`config.mk`:
```
export PLATFORM = sky130hd
export DESIGN_NAME = binary_window_filter
export DESIGN_NICKNAME = d
export VERILOG_FILES = /design/src/rtl/bwf_pkg.sv /design/src/rtl/bwf_line_buffer.sv /design/src/rtl/binary_window_filter.sv
export SDC_FILE = /design/constraint.sdc
export NUM_CORES = 1
export LEC_CHECK = 0
export BUFFER_PORTS_ARGS = -buffer_cell sky130_fd_sc_hd__buf_2
export CORE_ASPECT_RATIO = 1.75
export CORE_MARGIN = 2
export CORE_UTILIZATION = 56
export CTS_CLUSTER_SIZE = 12
export DETAILED_ROUTE_END_ITERATION = 6
export GPL_ROUTABILITY_DRIVEN = 1
export MAX_ROUTING_LAYER = met4
export PLACE_DENSITY = 0.78
export SYNTH_ARGS = -nofsm -noshare
export SYNTH_HDL_FRONTEND = slang
export SYNTH_SLANG_ARGS = --single-unit
export TNS_END_PERCENT = 100
```
`constraint.sdc`:
```
create_clock -name clk_in -period 8.7 [get_ports clk_in]
set_clock_uncertainty 0.2 [all_clocks]
set_input_delay 0 -clock clk_in [delete_from_list [all_inputs] [get_ports clk_in]]
set_output_delay 0 -clock clk_in [all_outputs]
set_load 0.02 [all_outputs]
```
`src/rtl/bwf_pkg.sv`:
```
// Shared types and constants for the binary 3x3 window filter.
// Provides the filter mode enum, window geometry and a 3-bit popcount.
package bwf_pkg;

    typedef enum logic [1:0] {
        MAJ    = 2'd0,
        ERODE  = 2'd1,
        DILATE = 2'd2,
        PASS   = 2'd3
    } filt_mode_t;

    localparam int WIN         = 3;
    localparam int BWF_LATENCY = 3;

    function automatic logic [1:0] pop3(input logic [2:0] b);
        return {1'b0, b[0]} + {1'b0, b[1]} + {1'b0, b[2]};
    endfunction

endpackage

```
`src/rtl/bwf_line_buffer.sv`:
```
// Two-row line buffer for the window filter: row0 holds line v-1, row1 line v-2.
// Ports: clk, we, addr, wdata in; rdata0 (row v-1), rdata1 (row v-2) combinational out.
module bwf_line_buffer #(
    parameter int DEPTH = 320,
    parameter int W     = 1,
    parameter int AW    = 9
) (
    input  logic          clk,
    input  logic          we,
    input  logic [AW-1:0] addr,
    input  logic [W-1:0]  wdata,
    output logic [W-1:0]  rdata0,
    output logic [W-1:0]  rdata1
);

    // Contents are never reset; the top masks stale rows via vcount.
    logic [W-1:0] row0 [DEPTH];
    logic [W-1:0] row1 [DEPTH];

    assign rdata0 = row0[addr];
    assign rdata1 = row1[addr];

    // Read-before-write: row1 takes the pre-write row0 value.
    always_ff @(posedge clk) begin
        if (we) begin
            row0[addr] <= wdata;
            row1[addr] <= row0[addr];
        end
    end

endmodule

```
`src/rtl/binary_window_filter.sv`:
```
// Streaming 3x3 binary mask filter (majority/erode/dilate/pass), 3-cycle latency.
// Ports: clk_in, rst_n_in, mode_in, thresh_in, data_in, hcount_in, vcount_in,
//        data_valid_in in; data_valid_out, hcount_out, vcount_out, pixel_out out.
module binary_window_filter
    import bwf_pkg::*;
#(
    parameter int H_ACTIVE = 320,
    parameter int CHANNELS = 1,
    parameter int HW       = 11,
    parameter int VW       = 10
) (
    input  logic                clk_in,
    input  logic                rst_n_in,
    input  logic [1:0]          mode_in,
    input  logic [3:0]          thresh_in,
    input  logic [CHANNELS-1:0] data_in,
    input  logic [HW-1:0]       hcount_in,
    input  logic [VW-1:0]       vcount_in,
    input  logic                data_valid_in,
    output logic                data_valid_out,
    output logic [HW-1:0]       hcount_out,
    output logic [VW-1:0]       vcount_out,
    output logic [CHANNELS-1:0] pixel_out
);

    localparam int AW = (H_ACTIVE > 1) ? $clog2(H_ACTIVE) : 1;

    logic                take;
    logic [CHANNELS-1:0] lb_row1;
    logic [CHANNELS-1:0] lb_row2;
    logic [CHANNELS-1:0] tap_mid;
    logic [CHANNELS-1:0] tap_top;

    // Column index 0 = row v-2, 1 = row v-1, 2 = row v.
    logic [WIN-1:0][CHANNELS-1:0] new_col;
    logic [WIN-1:0][CHANNELS-1:0] col_l;
    logic [WIN-1:0][CHANNELS-1:0] col_c;
    logic [WIN-1:0][CHANNELS-1:0] col_r;

    logic                s1_valid;
    filt_mode_t          s1_mode;
    logic [3:0]          s1_thresh;
    logic [HW-1:0]       s1_h;
    logic [VW-1:0]       s1_v;

    logic [CHANNELS-1:0][WIN-1:0][1:0] row_cnt;
    logic [CHANNELS-1:0][WIN-1:0][1:0] s2_cnt;
    logic [CHANNELS-1:0] s2_ctr;
    logic                s2_valid;
    filt_mode_t          s2_mode;
    logic [3:0]          s2_thresh;
    logic [HW-1:0]       s2_h;
    logic [VW-1:0]       s2_v;

    logic [CHANNELS-1:0] decide;

    assign take = data_valid_in
                  && ({1'b0, hcount_in} < (HW+1)'(H_ACTIVE));

    bwf_line_buffer #(
        .DEPTH (H_ACTIVE),
        .W     (CHANNELS),
        .AW    (AW)
    ) u_lb (
        .clk    (clk_in),
        .we     (take),
        .addr   (hcount_in[AW-1:0]),
        .wdata  (data_in),
        .rdata0 (lb_row1),
        .rdata1 (lb_row2)
    );

    // Top padding comes from vcount, so stale buffer rows never leak.
    assign tap_mid = (vcount_in != '0)      ? lb_row1 : '0;
    assign tap_top = (vcount_in > VW'(1))   ? lb_row2 : '0;
    assign new_col = {data_in, tap_mid, tap_top};

    // S1: window shift, tag capture.
    always_ff @(posedge clk_in or negedge rst_n_in) begin
        if (!rst_n_in) begin
            col_l     <= '0;
            col_c     <= '0;
            col_r     <= '0;
            s1_valid  <= 1'b0;
            s1_mode   <= MAJ;
            s1_thresh <= '0;
            s1_h      <= '0;
            s1_v      <= '0;
        end else begin
            s1_valid <= take && (hcount_in != '0) && (vcount_in != '0);
            if (take) begin
                if (hcount_in == '0) begin
                    col_l <= '0;
                    col_c <= '0;
                end else begin
                    col_l <= col_c;
                    col_c <= col_r;
                end
                col_r     <= new_col;
                s1_mode   <= filt_mode_t'(mode_in);
                s1_thresh <= thresh_in;
                s1_h      <= hcount_in - HW'(1);
                s1_v      <= vcount_in - VW'(1);
            end
        end
    end

    always_comb begin
        row_cnt = '0;
        for (int c = 0; c < CHANNELS; c++) begin
            for (int r = 0; r < WIN; r++) begin
                row_cnt[c][r] = pop3({col_l[r][c], col_c[r][c], col_r[r][c]});
            end
        end
    end

    // S2: per-row popcounts.
    always_ff @(posedge clk_in or negedge rst_n_in) begin
        if (!rst_n_in) begin
            s2_valid  <= 1'b0;
            s2_cnt    <= '0;
            s2_ctr    <= '0;
            s2_mode   <= MAJ;
            s2_thresh <= '0;
            s2_h      <= '0;
            s2_v      <= '0;
        end else begin
            s2_valid  <= s1_valid;
            s2_cnt    <= row_cnt;
            s2_ctr    <= col_c[1];
            s2_mode   <= s1_mode;
            s2_thresh <= s1_thresh;
            s2_h      <= s1_h;
            s2_v      <= s1_v;
        end
    end

    always_comb begin : decide_blk
        logic [3:0] total;
        decide = '0;
        total  = '0;
        for (int c = 0; c < CHANNELS; c++) begin
            total = {2'b00, s2_cnt[c][0]}
                  + {2'b00, s2_cnt[c][1]}
                  + {2'b00, s2_cnt[c][2]};
            unique case (s2_mode)
                MAJ:    decide[c] = (total >= s2_thresh);
                ERODE:  decide[c] = (total == 4'd9);
                DILATE: decide[c] = (total != 4'd0);
                PASS:   decide[c] = s2_ctr[c];
            endcase
        end
    end

    // S3: registered outputs, held while no pixel is emitted.
    always_ff @(posedge clk_in or negedge rst_n_in) begin
        if (!rst_n_in) begin
            data_valid_out <= 1'b0;
            pixel_out      <= '0;
            hcount_out     <= '0;
            vcount_out     <= '0;
        end else begin
            data_valid_out <= s2_valid;
            if (s2_valid) begin
                pixel_out  <= decide;
                hcount_out <= s2_h;
                vcount_out <= s2_v;
            end
        end
    end

endmodule

```
==> results.cfg <==
[clock_tree]
clk_pin_slew_ps = 60
clk_latency_ps = 630
cts_tree = done
htreeDepth = 3
cts_buffers = 71
cts.sinks = 735
post-cts-setup-buffers = 0
post_cts_resize_count = 0
clockRootBuffer = clkbuf_16
cts_buffer_depth = 3

[power]
switching_share = 0.226
seqPwrFrac = 0.542
comb_power_share = 0.086
ir_worst_vdd_v = 0.000132
internal_power_mw = 5.78
total_power_mw = 7.48
p_per_area_mw_per_mm2 = 225
p_sw_mw = 1.69
pwr-share-clk = 0.372
leakage_nw = 10.8

[finish]
nets = 1947
fillCellCount = 3464
drive_above_1_share = 0.181
areaGrowthSynthToFinish_pct = 10.8

[sta]
finalSetupViolations = 0
period_share = 0.625
max_freq_ghz = 0.184
fin_crit_ps = 5440
finalHoldViolations = 0
worst_pin_slew_ps = 1240
slew-limit-headroom = 0.172
final.setup.tns_ps = 0
slew_viol_final = 0
rsz0062_at_grt = no
layout_setup_ws_ps = 3260

[critical_path]
cp-end-kind = flop
crit_cells = 11
crit_type = input pin to flop
worst_path_dominant_cell_family = buffers and inverters
r2r_end = u_lb.row1[221]
crit_start = hcount_in[0]
crit_fanout = 118
r2r_slack_ps = 3910
arrival_ps = 5410
cp.required_ps = 8680
path_buf_inv = 4
worst_r2r_path_depth = 8
crit_path_top_delay_cell = nor4_1
cp-start-kind = input pin
worstPathCellList = dlygate4sd3_1 > buf_8 > buf_12 > mux4_2 > mux2i_1 > o21ai_0 > o31a_1 > nor4_1 > and4_1 > nand2_4 > buf_4
r2r_start = u_lb.row0[299]
timing.critical_path.to = u_lb.row1[221]
slowest_delay_ps = 870

[synthesis]
synth_cells = 1826
yosysWarnings = 0
ys_async_sr_fraction = 0.129
synth_cell_types = 58
synth_common_cells = 640 x edfxtp_1, 344 x nor2_1, 132 x mux4_2, 99 x nand2_1, 95 x dfrtp_1
syn_area_per_cell_um2 = 16.4
synthesis.nets = 1876
synth_area_mm2 = 0.0300
synthTopCellsByArea = edfxtp_1 64%, mux4_2 9.9%, dfrtp_1 7.9%
yosysMostFrequentCell = edfxtp_1
synth_top_area_share = 0.641
ys.flop_type = edfxtp_1
yosysSeqAreaShare = 0.721
synth-seq-cells = 735
synth.largest_area_cell = edfxtp_1
synth_edf_count = 640

[global_route]
grt_pass1_vias = 17700
track_usage = 0.276
grt_max_degree = 132
overflow = 0
antenna_found_initial = 2
grt_pass1_wl_um = 107000

[floorplan]
num_rows = 112
core_area_mm2 = 0.0531
die-area_mm2 = 0.0554
die_width_um = 179
boundaryPins = 54
initial_core_util = 0.564
die_h_um = 310

[drt]
drtIter0Drc = 1895
dr.pass1.iters = 5
wl_per_cell_um = 27.8
totalWireLength_um = 72700
route.vias.total = 17000
drc = 0
via_per_inst = 6.52
ant_nets = 0

[outcome]
outcome = complete, no violations

[min_path]
hp-class = input pin to flop

[placed_design]
io_buffers = 53
hpwl_um = 42800
pre_cts_ws_ps = 3410
gp_congestion = 0.889

[run]
maxCapViolCount = 0
-- layout by cell type (no fill, tap or decap), types with 24 or more instances in the layout --
master,count
mux4_2,132
buf_4,31
dfrtp_1,95
dlygate4sd3_1,48
mux2i_1,57
mux2_2,34
a21oi_1,24
o21ai_0,29
a22oi_1,37
buf_2,49
clkbuf_16,75
edfxtp_1,640
nand2_1,98
nor2_1,344
-- worst register-to-register path, cell delays in order, from the launching register on --
cell      delay, ps
edfxtp_1        380
mux4_2          480
and3_1          190
a31oi_1         200
a41oi_1         220
nor4_1          960
and4_1          460
nand2_4         510
buf_4           690
-- stage by stage --
stage           util  cell area, um^2  hold slack, ps  instances
2_1_floorplan      -            30000            -496       1826
3_3_place_gp   0.578            30700            -310       2460
3_5_place_dp   0.578            30700            -305       2460
4_1_cts        0.625            33200            11.2       2610
5_1_grt        0.625            33200            65.5       2612
6_report       0.625            33200            33.5       2612
-- sequential cells by signal, summed over array words and instances, names as in the netlist, 3 cells and up --
register / flops
col_r: 3
col_l: 3
s2_thresh: 4
hcount_out: 11
s2_cnt: 6
s1_thresh: 4
s1_v: 10
col_c: 3
s2_h: 11
u_lb.row0: 320
vcount_out: 10
s2_v: 10
s1_h: 11
u_lb.row1: 320
-- how the worst min path moves through the flow --
stage	to	depth (start not counted)	slack [ps]	startpoint
floorplan	col_c[0]	0	-500	rst_n_in
CTS	s1_v[0]	3	10	vcount_in[0]
global placement	s1_mode[1]	1	-310	rst_n_in
global route	s1_v[0]	3	70	vcount_in[0]
detailed placement	s1_mode[1]	1	-310	rst_n_in
finish	s1_v[0]	3	30	vcount_in[0]
-- cells by family after synthesis --
kind of cell | share of synthesized area
xor+xnor | 0.00380
fa+ha+maj | 0.00919
simple gates | 0.0739
compound gates | 0.0339
flops | 0.721
buf+inv | 0.0256
mux | 0.133
-- per-layer routing --
| layer | vias to the layer above | GRT usage | wire (um) |
|---|---|---|---|
| met2 | 1051 | 0.467 | 38000 |
| met1 | 8612 | 0.298 | 23100 |
| met3 | 302 | 0.0574 | 6620 |
| met5 | - | - | 0 |
| li1 | 7058 | - | - |
| met4 | 0 | 0.166 | 4920 |
-- power by group through the flow --
stage / clock network [mW] / registers (mW) / logic [mW]
after detailed placement: 0 / 4.12 / 0.615
final: 2.78 / 4.05 / 0.643
after CTS: 2.81 / 4.05 / 0.636
after floorplan: 0 / 4.17 / 0.350
after global placement: 0 / 4.11 / 0.589
after global routing: 2.94 / 4.06 / 0.706
-- area by class of cell --
class                           instances  area, um^2  area share
Inverter                               14        52.6     0.00158
Timing Repair Buffer                  131        1000      0.0303
Clock inverter                          4        35.0     0.00106
Multi-Input combinational cell        944        7680       0.231
Clock buffer                           98        1960      0.0591
Sequential cell                       735       21600       0.651
Tap cell                              684         856      0.0258
Antenna cell                            2        5.00    0.000151
-- what timing repair did --
item / CTS / global route
hold buffers: 48 / 0
hold endpoints to repair: 224 / 0
setup endpoints to repair: 0 / 0
(Power assumes the default switching activity.)
